[config.mk]
export PLATFORM = sky130hd
export DESIGN_NAME = seq_multiplier
export DESIGN_NICKNAME = d
export VERILOG_FILES = /design/src/rtl/seq_multiplier.sv
export SDC_FILE = /design/constraint.sdc
export NUM_CORES = 1
export LEC_CHECK = 0
export CORE_ASPECT_RATIO = 1.5
export CORE_MARGIN = 2
export CORE_UTILIZATION = 58
export DETAILED_ROUTE_END_ITERATION = 10
export PLACE_DENSITY = 0.88
export REMOVE_ABC_BUFFERS = 1
export SYNTH_ARGS = -nofsm -noshare
export SYNTH_HDL_FRONTEND = slang
export SYNTH_SLANG_ARGS = --single-unit
[constraint.sdc]
create_clock -name clk -period 3 [get_ports clk]
set_clock_uncertainty 0.2 [all_clocks]
set_input_delay 0.45 -clock clk [delete_from_list [all_inputs] [get_ports clk]]
set_output_delay 0.45 -clock clk [all_outputs]
set_load 0.01 [all_outputs]
[src/rtl/seq_multiplier.sv]
// rtl/seq_multiplier.sv - sequential signed shift-and-add multiplier with busy/done status
module seq_multiplier #(
    parameter int WIDTH = 8
) (
    input  logic                 clk,
    input  logic                 rst,
    input  logic                 start,
    input  logic [WIDTH-1:0]     a,
    input  logic [WIDTH-1:0]     b,
    output logic [2*WIDTH-1:0]   product,
    output logic                 busy,
    output logic                 done
);

    // Counter is one bit wider than strictly needed so the final increment never wraps.
    localparam int CW = $clog2(WIDTH) + 1;
    localparam logic [CW-1:0] LAST = CW'(WIDTH - 1);

    typedef enum logic [1:0] {
        IDLE = 2'd0,
        CALC = 2'd1,
        FIN  = 2'd2
    } state_t;

    state_t state;
    state_t state_next;

    logic [WIDTH-1:0]   abs_a;
    logic [WIDTH-1:0]   abs_b;
    logic [WIDTH-1:0]   mag_b;
    logic [2*WIDTH-1:0] mcand;
    logic [2*WIDTH-1:0] acc;
    logic               neg;
    logic [CW-1:0]      count;

    // Operand magnitudes; the most negative value maps to 2^(WIDTH-1) as an unsigned number.
    assign abs_a = a[WIDTH-1] ? (~a + 1'b1) : a;
    assign abs_b = b[WIDTH-1] ? (~b + 1'b1) : b;

    // State register.
    always_ff @(posedge clk or negedge rst) begin
        if (!rst) begin
            state <= IDLE;
        end else begin
            state <= state_next;
        end
    end

    // Next-state logic: start only matters in IDLE, CALC always runs the full WIDTH cycles.
    always_comb begin
        state_next = state;
        case (state)
            IDLE:    if (start) state_next = CALC;
            CALC:    if (count == LAST) state_next = FIN;
            FIN:     state_next = IDLE;
            default: state_next = IDLE;
        endcase
    end

    // Datapath: capture magnitudes on accept, shift-and-add in CALC, apply sign in FIN.
    always_ff @(posedge clk or negedge rst) begin
        if (!rst) begin
            mag_b   <= '0;
            mcand   <= '0;
            acc     <= '0;
            neg     <= 1'b0;
            count   <= '0;
            product <= '0;
            busy    <= 1'b0;
            done    <= 1'b0;
        end else begin
            done <= 1'b0;
            case (state)
                IDLE: begin
                    if (start) begin
                        mag_b <= abs_b;
                        mcand <= {{WIDTH{1'b0}}, abs_a};
                        neg   <= a[WIDTH-1] ^ b[WIDTH-1];
                        acc   <= '0;
                        count <= '0;
                        busy  <= 1'b1;
                    end
                end
                CALC: begin
                    if (mag_b[0]) begin
                        acc <= acc + mcand;
                    end
                    mcand <= mcand << 1;
                    mag_b <= mag_b >> 1;
                    count <= count + 1'b1;
                end
                FIN: begin
                    // A zero magnitude product stays +0 because negating zero yields zero.
                    product <= neg ? (~acc + 1'b1) : acc;
                    done    <= 1'b1;
                    busy    <= 1'b0;
                end
                default: begin
                    busy <= 1'b0;
                end
            endcase
        end
    end

endmodule

==> flow_summary.yaml <==
outcome:
  status: "complete, no violations"
cts:
  postCtsSetupBuffers: 0
  cts_max_path_buffers: 2
  ctsRootBufferMaster: "clkbuf_8"
  clk_latency_ns: 0.35
  htreeDepth: 3
  clk_pin_slew_ns: 0.08
  numCtsBuffers: 9
  cts_tree: "done"
  clock_sinks: 65
place:
  io_buffers: 36
  dp_slack_ns: 0.4860
  placed_area_um2: 4284
  dpl.hpwl_um: 5992
  dpl.cell_count: 526
  gp_congestion: 0.9244
layout:
  final_cells: 543
  final_nets: 501
  area_growth_pct: 15.05
  diodes: 0
  nFillCells: 512
  final_area_um2: 4466
  utilization_pct: 68.85
  drive_gt1_share_pct: 7.495
global_routing:
  grt_pass1_vias: 3250
  grt_usage_pct: 23.15
  grt_overflow_total: 0
  grt_pass1_wl_um: 14000
  antenna_found_initial: 0
  grt_max_degree: 34
drt:
  drtAntennaViolNets: 0
  dr.first_iter.drc_count: 182
  drc: 0
  avgRoutedWirePerCell_um: 15.13
  via_per_inst: 6.011
  vias: 3264
  firstDrtPassIters: 4
  drt_wl_total_um: 8216
power_and_ir_drop:
  irDropWorstVdd_mv: 0.5365
  p_per_area_nw_per_um2: 1039
  p_leak_nw: 2.083
logic_synthesis:
  synth_xor_area_share_pct: 8.124
  synthMuxAreaShare_pct: 1.805
  synth_top_area_cell: "dfrtp_1"
  syn_area_um2: 3881
  synthTopCellsByCount: "77 x nand2_1, 65 x dfrtp_1, 43 x o21ai_0"
  synth_cell_types: 57
  yosysWarnings: 0
  synthSimpleGateAreaFrac_pct: 19.05
  async_flop_share_pct: 100.0
  synth.ff_latch_count: 65
  yosys-top-cells-area: "dfrtp_1 42%, nand2_1 7.4%, ha_1 6.1%"
  synthAdderAreaFrac_pct: 6.641
  synth_compound_area_share_pct: 18.83
  synth_edf_count: 0
  synth_top_family_by_area: "simple AND/OR/NAND/NOR gates"
  postSynthCellCount: 427
  yosys.cell_count.top_type: "nand2_1"
  synthFlopType: "dfrtp_1"
  syn_area_per_cell_um2: 9.090
  synth-seq-area-share_pct: 41.91
  synth_top_area_share_pct: 41.91
setup_path:
  critPathArrivalTime_ns: 2.61
  critPathMaxStageDelay_ns: 0.42
  critical_path.cell_chain: "ha_1 -> inv_1 -> fa_1 -> nor2b_1 -> o21bai_1 -> a21oi_1 -> o21ai_1 -> a2111oi_0 -> nand3b_1"
  critPathBufInv: 1
  cp_data_required_time_ns: 3.09
  cp-end-kind: "flip-flop"
  crit_path_top_delay_cell: "dfrtp_1"
  crit_family: "compound AO/OA/AOI/OAI gates"
  startpoint_type: "flip-flop"
  crit_fanout: 5
  path_class: "flip-flop to flip-flop"
sta:
  report.final.slew_viol_count: 0
  post-route-min-period_ns: 2.521
  maxSlewHeadroom_pct: 28.80
  hold_violations: 0
  setup_ws_ns: 0.4794
  tns_ns: 0
  fmax_ghz: 0.3967
  worst_pin_slew_ns: 1.068
  finalSetupViolCount: 0
  rsz0062_at_grt: "false"
  post-route-period-util_pct: 84.02
floorplan:
  die_w_um: 70.79
  start_util_pct: 59.84
  die_h_um: 104.2
  num_rows: 36
  die_area_um2: 7376
  io_pins: 37
  design.core.area_um2: 6486
worst_hold_path:
  hold_class: "flip-flop to flip-flop"
job:
  maxCapViolations: 0
final timing paths:
path | from | endpoint | slack (ns) | cells after the start
worst max-delay path | acc[0]$_DFFE_PN0P_ | acc[12]$_DFFE_PN0P_ | 0.48 | 9
worst min-delay path | product[6]$_DFFE_PN0P_ | product[6]$_DFFE_PN0P_ | 0.28 | 2
worst max register to register | acc[0]$_DFFE_PN0P_ | acc[12]$_DFFE_PN0P_ | 0.48 | 9
worst min register to register | product[6]$_DFFE_PN0P_ | product[6]$_DFFE_PN0P_ | 0.28 | 2
max in group asynchronous | rst | mcand[4]$_DFFE_PN0P_ | 1.84 | 3
min in group asynchronous | rst | product[11]$_DFFE_PN0P_ | 0.45 | 3
through the flow:
stage	power, mW	hold WS, ns
after floorplan	3.246	-0.04559
after detailed placement	3.981	0.2699
after CTS	4.649	0.2847
after global routing	5.001	0.2976
after global placement	3.861	0.2590
final	4.642	0.2767
placed cells by master (no fill, tap or decap), types with 2 or more instances in the layout:
cell / netlist / layout
nand3b_1: 2 / 2
clkinvlp_4: 0 / 2
a22oi_1: 10 / 10
a31oi_1: 4 / 4
nand2_1: 77 / 77
and3_1: 2 / 2
dfrtp_1: 65 / 65
or3_1: 2 / 2
nor3b_1: 6 / 6
o31ai_1: 6 / 6
ha_1: 19 / 19
nor3_1: 2 / 2
o22ai_1: 2 / 2
buf_4: 0 / 6
o21bai_1: 2 / 2
clkdlybuf4s50_1: 0 / 35
nand3_1: 16 / 16
o21ai_1: 6 / 6
nor2_1: 22 / 22
nand2b_1: 5 / 5
clkinv_2: 0 / 3
o21ai_0: 43 / 43
a21oi_1: 15 / 15
clkinv_4: 0 / 2
nor2b_1: 4 / 4
a21oi_2: 2 / 2
a211oi_1: 2 / 2
clkbuf_8: 1 / 9
xor2_1: 20 / 20
nand4_1: 4 / 4
xnor2_1: 16 / 16
nor4_1: 2 / 2
a21o_1: 7 / 7
mux2i_1: 7 / 7
o41ai_2: 2 / 2
inv_1: 13 / 13
power breakdown:
group	internal, mW	switching [mW]	total (mW)
logic	1.07	1.35	2.42
registers	1.23	0.343	1.58
clock network	0.297	0.352	0.649
final cells by class:
type                    instances  area [um^2]  share of cell area, %
multi-input cells             330         2113                  47.32
flip-flops and latches         65         1627                  36.42
repair buffers                 43        410.4                  9.190
clock buffers                   9        123.9                  2.774
well taps                      76        95.09                  2.129
inverters                      13        48.80                  1.093
clock inverters                 7        47.55                  1.065
sequential cells by signal (all words and copies together) (netlist names):
name     count
mag_b        8
busy         1
done         1
acc         16
product     16
neg          1
state        2
count        4
mcand       16
cells by family (layout without fill, tap and decap cells):
kind of cell    after synthesis  count (layout)
compound gates              113             113
xor+xnor                     36              36
fa+ha+maj                    20              20
buf+inv                      32              72
flops                        65              65
mux                           7               7
simple gates                154             154
worst register-to-register path, delay by kind of cell, from the launching register on:
family / cells / cell delay (ns)
AND/OR/NAND/NOR: 2 / 0.30
buffers and inverters: 1 / 0.05
AO/OA/AOI/OAI: 4 / 0.90
adder cells (fa/ha/maj): 2 / 0.59
flip-flops: 1 / 0.42
what timing repair did:
action | in CTS | in global routing
hold buffers | 1 | 0
hold endpoints to repair | 65 | 0
endpoints found under the setup margin | 0 | 0
gates resized for setup | 0 | 0
routing by layer:
| layer | GRT usage [%] | up-vias | part of all wire (%) |
|---|---|---|---|
| met2 | 41.26 | 105 | 54 |
| met4 | 11.32 | 0 | 2.8 |
| li1 | - | 1581 | - |
| met3 | 3.779 | 26 | 4.9 |
| met1 | 26.20 | 1552 | 38 |
| met5 | 0 | - | 0 |
No activity file was read; power rests on OpenSTA's default activity.
